<file path="src/rtl/phctrl_dump_accum_pkg.sv">
// -----------------------------------------------------------------------------
// phctrl_dump_accum_pkg
// Shared helpers for the phase-synchronous integrate-and-dump detector.
// No ports. Exposes ref_is_neg(), which decides the sign of the square-wave
// reference for a given phase.
// -----------------------------------------------------------------------------
package phctrl_dump_accum_pkg;

  // Square-wave reference: phases below `half` multiply by +1, all others by -1.
  // Both operands are taken as unsigned 32-bit values.
  function automatic logic ref_is_neg(input logic [31:0] phase,
                                      input logic [31:0] half);
    return (phase >= half);
  endfunction

endpackage : phctrl_dump_accum_pkg

</file>
<file path="src/rtl/phctrl_out_reg.sv">
// -----------------------------------------------------------------------------
// phctrl_out_reg
// Holding register for dumped sums, with a valid/ready handshake toward the
// next DDC stage and a one-cycle overrun flag.
// Ports:
//   clk_i, rst_i   : clock, synchronous active-high reset
//   load           : a new result is presented on din this cycle
//   din            : result to load
//   ready_i        : downstream accepts dout when valid_o && ready_i
//   dout           : held result
//   valid_o        : dout holds an unconsumed result
//   overrun_o      : an unconsumed result was overwritten (one cycle)
// -----------------------------------------------------------------------------
module phctrl_out_reg #(
  parameter int ACC_WIDTH = 32
) (
  input  logic                        clk_i,
  input  logic                        rst_i,
  input  logic                        load,
  input  logic signed [ACC_WIDTH-1:0] din,
  input  logic                        ready_i,
  output logic signed [ACC_WIDTH-1:0] dout,
  output logic                        valid_o,
  output logic                        overrun_o
);

  logic signed [ACC_WIDTH-1:0] dout_q, dout_d;
  logic                        valid_q, valid_d;
  logic                        overrun_q, overrun_d;

  always_comb begin
    // NOTE: every variable gets a default before any branch, so no path
    // through this block leaves a value unassigned and no latch is inferred.
    dout_d    = dout_q;
    valid_d   = valid_q;
    overrun_d = 1'b0;
    if (load) begin
      dout_d    = din;
      valid_d   = 1'b1;
      // Overwriting a result nobody is taking this cycle loses it.
      overrun_d = valid_q && !ready_i;
    end else if (valid_q && ready_i) begin
      valid_d = 1'b0;
    end
  end

  always_ff @(posedge clk_i) begin
    // NOTE: state is updated with non-blocking assignments so every flop
    // samples the pre-edge value of its neighbours, independent of order.
    if (rst_i) begin
      dout_q    <= '0;
      valid_q   <= 1'b0;
      overrun_q <= 1'b0;
    end else begin
      dout_q    <= dout_d;
      valid_q   <= valid_d;
      overrun_q <= overrun_d;
    end
  end

  assign dout      = dout_q;
  assign valid_o   = valid_q;
  assign overrun_o = overrun_q;

endmodule : phctrl_out_reg

</file>
<file path="src/rtl/phctrl_dump_accum.sv">
// -----------------------------------------------------------------------------
// phctrl_dump_accum
// Integrate-and-dump detector locked to the DDC phase-control counter. Each
// enabled sample is multiplied by a +/-1 square-wave reference derived from
// its phase and accumulated over one full phase period; at each period
// boundary the sum is dumped into a valid/ready output register.
// Ports:
//   clk_i, rst_i : clock, synchronous active-high reset
//   en_i         : sample enable (shared with the phase counter)
//   data_i       : signed input sample
//   phase_i      : counter phase, unsigned
//   pulse_i      : period pulse, high on the phase-0 sample
//   acc_o        : signed dumped sum
//   valid_o      : acc_o holds an unconsumed result
//   ready_i      : downstream accept
//   overrun_o    : one-cycle flag, an unconsumed result was overwritten
// -----------------------------------------------------------------------------
module phctrl_dump_accum
  import phctrl_dump_accum_pkg::*;
#(
  parameter int          DIN_WIDTH   = 16,
  parameter int          PHASE_WIDTH = 16,
  parameter int          ACC_WIDTH   = 32,
  parameter int unsigned HALF        = 5
) (
  input  logic                        clk_i,
  input  logic                        rst_i,
  input  logic                        en_i,
  input  logic signed [DIN_WIDTH-1:0] data_i,
  input  logic [PHASE_WIDTH-1:0]      phase_i,
  input  logic                        pulse_i,
  output logic signed [ACC_WIDTH-1:0] acc_o,
  output logic                        valid_o,
  input  logic                        ready_i,
  output logic                        overrun_o
);

  // UNPRIMED discards samples until the first period boundary so that the
  // first dumped result always covers a complete period.
  typedef enum logic {
    UNPRIMED = 1'b0,
    RUN      = 1'b1
  } state_e;

  state_e                      state_q, state_d;
  logic signed [ACC_WIDTH-1:0] acc_q, acc_d;
  logic signed [ACC_WIDTH-1:0] term_ext, term;
  logic                        dump;

  always_comb begin
    // Sign-extend before negating so the most-negative sample negates cleanly.
    term_ext = {{(ACC_WIDTH-DIN_WIDTH){data_i[DIN_WIDTH-1]}}, data_i};
    term     = ref_is_neg(32'(phase_i), 32'(HALF)) ? -term_ext : term_ext;

    state_d = state_q;
    acc_d   = acc_q;
    dump    = 1'b0;
    if (en_i) begin
      case (state_q)
        UNPRIMED: begin
          if (pulse_i) begin
            acc_d   = term;
            state_d = RUN;
          end
        end
        RUN: begin
          if (pulse_i) begin
            // Boundary: the finished period leaves via the output register
            // while the new period starts from this sample's term.
            dump  = 1'b1;
            acc_d = term;
          end else begin
            acc_d = acc_q + term;  // wraps in two's complement
          end
        end
        default: state_d = UNPRIMED;
      endcase
    end
  end

  always_ff @(posedge clk_i) begin
    if (rst_i) begin
      state_q <= UNPRIMED;
      acc_q   <= '0;
    end else begin
      state_q <= state_d;
      acc_q   <= acc_d;
    end
  end

  phctrl_out_reg #(
    .ACC_WIDTH (ACC_WIDTH)
  ) u_out_reg (
    .clk_i     (clk_i),
    .rst_i     (rst_i),
    .load      (dump),
    .din       (acc_q),
    .ready_i   (ready_i),
    .dout      (acc_o),
    .valid_o   (valid_o),
    .overrun_o (overrun_o)
  );

endmodule : phctrl_dump_accum

</file>
<file path="config.mk">
export PLATFORM = sky130hd
export DESIGN_NAME = phctrl_dump_accum
export DESIGN_NICKNAME = d
export VERILOG_FILES = /design/src/rtl/phctrl_dump_accum_pkg.sv /design/src/rtl/phctrl_out_reg.sv /design/src/rtl/phctrl_dump_accum.sv
export SDC_FILE = /design/constraint.sdc
export NUM_CORES = 1
export LEC_CHECK = 0
export BUFFER_PORTS_ARGS = -buffer_cell sky130_fd_sc_hd__buf_2
export CORE_ASPECT_RATIO = 0.75
export CORE_MARGIN = 4
export CORE_UTILIZATION = 45
export CTS_CLUSTER_DIAMETER = 100
export DETAILED_ROUTE_END_ITERATION = 8
export HOLD_SLACK_MARGIN = 0.1
export PLACE_DENSITY = 0.73
export SETUP_SLACK_MARGIN = 0.05
export SYNTH_ARGS = -nofsm -noshare
export SYNTH_HDL_FRONTEND = slang
export SYNTH_SLANG_ARGS = --single-unit
</file>
<file path="constraint.sdc">
create_clock -name clk_i -period 5 [get_ports clk_i]
set_input_delay 0.5 -clock clk_i [delete_from_list [all_inputs] [get_ports clk_i]]
set_output_delay 0.5 -clock clk_i [all_outputs]
set_load 0.02 [all_outputs]
</file>
# ---- Word-level counts from Yosys, hierarchy flattened
# Index checks and enable logic that the tools add are counted.
dict set report totals {
  register_bits 67
  in_bits 37
  out_inout_bits 34
  elab_cells 27
}
dict set report classes {
  add_sub_neg 2
  order_cmp 1
  n_eq_ne 1
  n_mux 10
  bitwise 2
  n_reduce_logical 6
}
# cell count
set ops {}
lappend ops {{$mux 32} 3}
lappend ops {{$pmux 32 s2} 1}
lappend ops {{$add 32x32->32} 1}
lappend ops {{$neg 16->32} 1}
lappend ops {{$ge 16x3->1 const B} 1}
lappend ops {{$mux 1} 6}
lappend ops {{$logic_and 1x1->1} 2}
lappend ops {{$ne 2x2->1 const B} 1}
lappend ops {{$not 1->1} 2}
lappend ops {{$reduce_and 2->1} 1}
lappend ops {{$reduce_bool 2->1} 1}
lappend ops {{$reduce_or 2->1} 1}
lappend ops {{$logic_not 1->1} 1}

# ---- Depth between registers and ports, before layout
dict set report logic_depth {
  word_depth 5
  depth_mapped 19
  mapped_depth_nobuf 17
}

# ---- Hierarchy
# Synthesis repeated with hierarchy kept, for this count alone.
dict set report hier_totals {
  cells_unflattened 587
  hier_area_um2 4823.4
}
# mod instances cells_per_inst area_per_inst_um2
set by_module_without_submodules {}
lappend by_module_without_submodules {phctrl_dump_accum 1 477 3585.9}
lappend by_module_without_submodules {phctrl_out_reg 1 110 1237.4}

# ---- Worst setup path before layout
# OpenSTA, ideal clock, no wires.
dict set report synth_path {
  path_kind {input port to flip-flop}
  from {input phase_i[13]}
  to {register acc_q[31]}
  setup_time_ns 0.101
  arrival_time_ns 4.021
  t_required_ns 4.899
  path_slack_ns 0.878
  cell_stages 17
  cell_sequence {or4_1 -> nor3_1 -> nand4_1 -> buf_2 -> buf_2 -> o21ai_0 -> ha_1 -> a211oi_2 -> nor2_2 -> o21ai_2 -> o21ai_4 -> a2111oi_4 -> nor2_1 -> o211a_1 -> nor2_1 -> mux2_2 -> o41ai_1}
}
dict set report synth_between {
  elab_chain_len 5
}
# element line
set synth_rtl {}
lappend synth_rtl {{start, declared} phctrl_dump_accum.sv:30} ;# input logic [PHASE_WIDTH-1:0] phase_i,
lappend synth_rtl {{$ge 16x3->1 (*)} phctrl_dump_accum_pkg.sv:13} ;# return (phase >= half);
lappend synth_rtl {{$mux 32 (*)} phctrl_dump_accum.sv:53} ;# term = ref_is_neg(32'(phase_i), 32'(HALF)) ? -term_ext : term_ext;
lappend synth_rtl {{$add 32x32->32} phctrl_dump_accum.sv:73} ;# acc_d = acc_q + term;
lappend synth_rtl {{$mux 32} phctrl_dump_accum.sv:67} ;# if (pulse_i) begin
lappend synth_rtl {{$pmux 32 s2 (*)} phctrl_dump_accum.sv:59} ;# case (state_q)
lappend synth_rtl {{end signal, assigned} phctrl_dump_accum.sv:84} ;# acc_q <= '0;
lappend synth_rtl {{end signal, assigned} phctrl_dump_accum.sv:87} ;# acc_q <= acc_d;
lappend synth_rtl {{end, declared} phctrl_dump_accum.sv:46} ;# logic signed [ACC_WIDTH-1:0] acc_q, acc_d;
# Every way passes the cells marked *; elsewhere a longest branch is shown, timed or not. The select of a mux whose other input is x is not followed.
# A chain may end at the register's enable or synchronous reset.

# ---- Worst setup path after layout
# Ends and elaborated chain as after synthesis.

==> impl_metrics.tcl <==
set metrics [dict create \
    vias 4599 \
    synth_edf_count 0 \
    overflow 0 \
    period_needed_ns 4.507 \
    syn_area_sq_um 4552 \
    ioPinCount 71 \
    syn_inst 596 \
    synth.avg_cell_area_sq_um 7.637 \
    hp-class "reg2reg" \
    nNetsFinal 726 \
    antenna_cells 0 \
    cts_tree "built" \
    yosysSeqAreaShare_pct 29.47 \
    maxSlewHeadroom_pct 23.26 \
    final-instance-count-excl-fill 789 \
    p_per_area_nw_per_um2 287.9 \
    vdd_drop_max_mv 0.1881 \
    initial_utilization_pct 46.57 \
    critPathLaunchType "input pin" \
    clk_latency_ns 0.34 \
    hold_viol_final 0 \
    cts_sinks 67 \
    fmax_ghz 0.2219 \
    setup_ws_ns 0.4934 \
    drtPass1Iterations 5 \
    post_cts_resized 0 \
    drv_slew 0 \
    dieArea_sq_um 11810 \
    portBuffers 70 \
    slowest_delay_ns 0.51 \
    layout_commonest_cell "nand2_1" \
    post-route-period-util_pct 90.13 \
    worst_pin_slew_ns 1.139 \
    antenna_found_initial 0 \
    fin_tns_setup_ns 0 \
    grt_max_degree 52 \
    leakage_nw 2.259 \
    setup_violations 0 \
    grt_setup_unrepaired "false" \
    skew_ns 0.01169 \
    area_growth_pct 15.34 \
    route.met3.wl_microns 969 \
    syn_nets 670 \
    die_w_microns 124.1 \
    drc_errors 0 \
    cp.arrival_ns 4.72 \
    synth-seq-cells 67 \
    drt-met1-wl_microns 5994 \
    outcome "completed" \
    dp_cells 773 \
    path_clk_slew_ns 0.06 \
    dpl.hpwl_microns 9337 \
    cts-hold-fix-buffers 0 \
    layout_common_cells "nand2_1, a21oi_1, buf_2" \
    cts_buffers 9 \
    gp_congestion 0.9599 \
    postCtsSetupBuffers 0 \
    placed_area_sq_um 4989 \
    ys_warn_count 0 \
    crit_slowest_cell "or4_1" \
    grt_pass1_wl_microns 20860 \
    htree_levels 3 \
    crit_required_ns 5.22 \
    crit_chain "buf_2 -> or4_1 -> nor3_1 -> nand4_1 -> buf_4 -> inv_1 -> nand2_1 -> nand2_1 -> ha_1 -> a21o_1 -> a21o_1 -> a41oi_2 -> o21ai_2 -> a2111oi_4 -> nor2_1 -> o211a_1 -> nor2_1 -> mux2_2 -> o41ai_1" \
    routedWlPerCell_microns 16.45 \
    root_buffer "clkbuf_16" \
    routed.top_layer "met4" \
    dp_slack_ns 0.3196 \
    dr_wl_met2_microns 5765 \
    grt_use_total_pct 22.39 \
    ys.flop_type "dfxtp_1" \
    async_reset_ff_share_pct 0 \
    drive_gt1_share_pct 18.11 \
    path_class "in2reg" \
    final_antenna_net_count 0 \
    die_h_microns 95.10 \
    routed_wl_microns 12980 \
    grt_pass1_vias 4308 \
    totalPowerFinal_w 0.001512 \
    drt_iter0_markers 366 \
    core-area_sq_um 9774 \
    rows 31 \
    path_max_fanout 20 \
    vias_per_cell 5.829 \
    final_cell_area_sq_um 5250 \
    synth_cell_type_count 65 \
    fillers 933 \
    cap_viol_max_count 0 \
    cts_buffer_depth 2 \
    cp-end-kind "register" \
]
==> path summary, 6_finish.rpt <==
| path | startpoint | to | slack, ns | cells after the start |
|---|---|---|---|---|
| worst max-delay path | phase_i[13] | acc_q[31]$_SDFFE_PP0P_ | 0.49 | 19 |
| worst min-delay path | u_out_reg.dout[31]$_SDFFE_PP0P_ | u_out_reg.dout[31]$_SDFFE_PP0P_ | 0.45 | 2 |
| worst max register to register | acc_q[0]$_SDFFE_PP0P_ | acc_q[30]$_SDFFE_PP0P_ | 1.78 | 13 |
| worst min register to register | u_out_reg.dout[31]$_SDFFE_PP0P_ | u_out_reg.dout[31]$_SDFFE_PP0P_ | 0.45 | 2 |
==> state kept, by name, indices dropped and copies added (netlist names) <==
name	cells
u_out_reg.valid_o	1
acc_q	32
state_q	1
u_out_reg.overrun_o	1
u_out_reg.dout	32
==> metrics by stage <==
step                utilization, %  hold slack, ns
floorplan                        -          0.4461
detailed placement           51.04          0.4439
global placement             51.04          0.4391
finish                       53.71          0.4497
global route                 53.71          0.4632
CTS                          53.71          0.4511
==> power breakdown <==
part	switching [W]	internal (W)	leakage, nW
Clock	0.000247	0.000331	0.132
Combinational	0.000214	0.000140	1.58
Sequential	0.0000220	0.000558	0.546
Total	0.000482	0.00103	2.26
==> layer usage <==
layer / vias up / global-route usage [%]
met5: - / 0
met4: 0 / 8.569
met3: 26 / 4.330
met2: 185 / 35.93
met1: 2148 / 29.80
li1: 2240 / -
==> cells in the mapped netlist (4+ instances only) <==
| cell type | instances | area share [%] |
|---|---|---|
| buf_2 | 5 | 0.55 |
| a31oi_1 | 9 | 1.2 |
| a21oi_1 | 75 | 8.2 |
| inv_1 | 14 | 1.2 |
| a221oi_1 | 4 | 0.77 |
| nor2_1 | 38 | 3.1 |
| o31ai_1 | 5 | 0.82 |
| nand3_1 | 10 | 1.1 |
| nand2b_1 | 7 | 0.96 |
| clkbuf_1 | 23 | 1.9 |
| o21a_1 | 5 | 0.82 |
| o21ai_1 | 6 | 0.66 |
| xnor2_1 | 25 | 4.8 |
| xor2_1 | 9 | 1.7 |
| nor3_1 | 15 | 1.6 |
| ha_1 | 36 | 9.9 |
| a21o_1 | 10 | 1.6 |
| o41ai_1 | 5 | 0.96 |
| a211oi_1 | 4 | 0.66 |
| nand2_1 | 120 | 9.9 |
| o21ai_0 | 32 | 3.5 |
| dfxtp_1 | 67 | 29 |
==> final cells by class <==
class	instances	area, sq um	area share [%]
Inverter	14	52.55	1.001
Sequential cell	67	1341	25.55
Clock buffer	10	229.0	4.361
Multi-Input combinational cell	483	3027	57.65
Clock inverter	6	32.53	0.6196
Timing Repair Buffer	77	402.9	7.674
Tap cell	132	165.2	3.146
==> cells by family after synthesis <==
kind of cell	Yosys count	synth area share [%]
multiplexers	2	0.4673
buffers and inverters	46	4.095
AND/OR/NAND/NOR	217	20.97
flip-flops	67	29.47
XOR/XNOR	34	6.542
adder cells (fa/ha/maj)	37	10.34
AO/OA/AOI/OAI	193	28.12
==> worst max-delay path: cells and delay by family <==
| kind | cells | cell delay (ns) |
|---|---|---|
| AO/OA/AOI/OAI | 7 | 1.53 |
| adder cells (fa/ha/maj) | 1 | 0.37 |
| buffers and inverters | 3 | 0.41 |
| multiplexers | 1 | 0.34 |
| AND/OR/NAND/NOR | 7 | 1.55 |
Note: power is estimated with default switching activity, not from simulation.
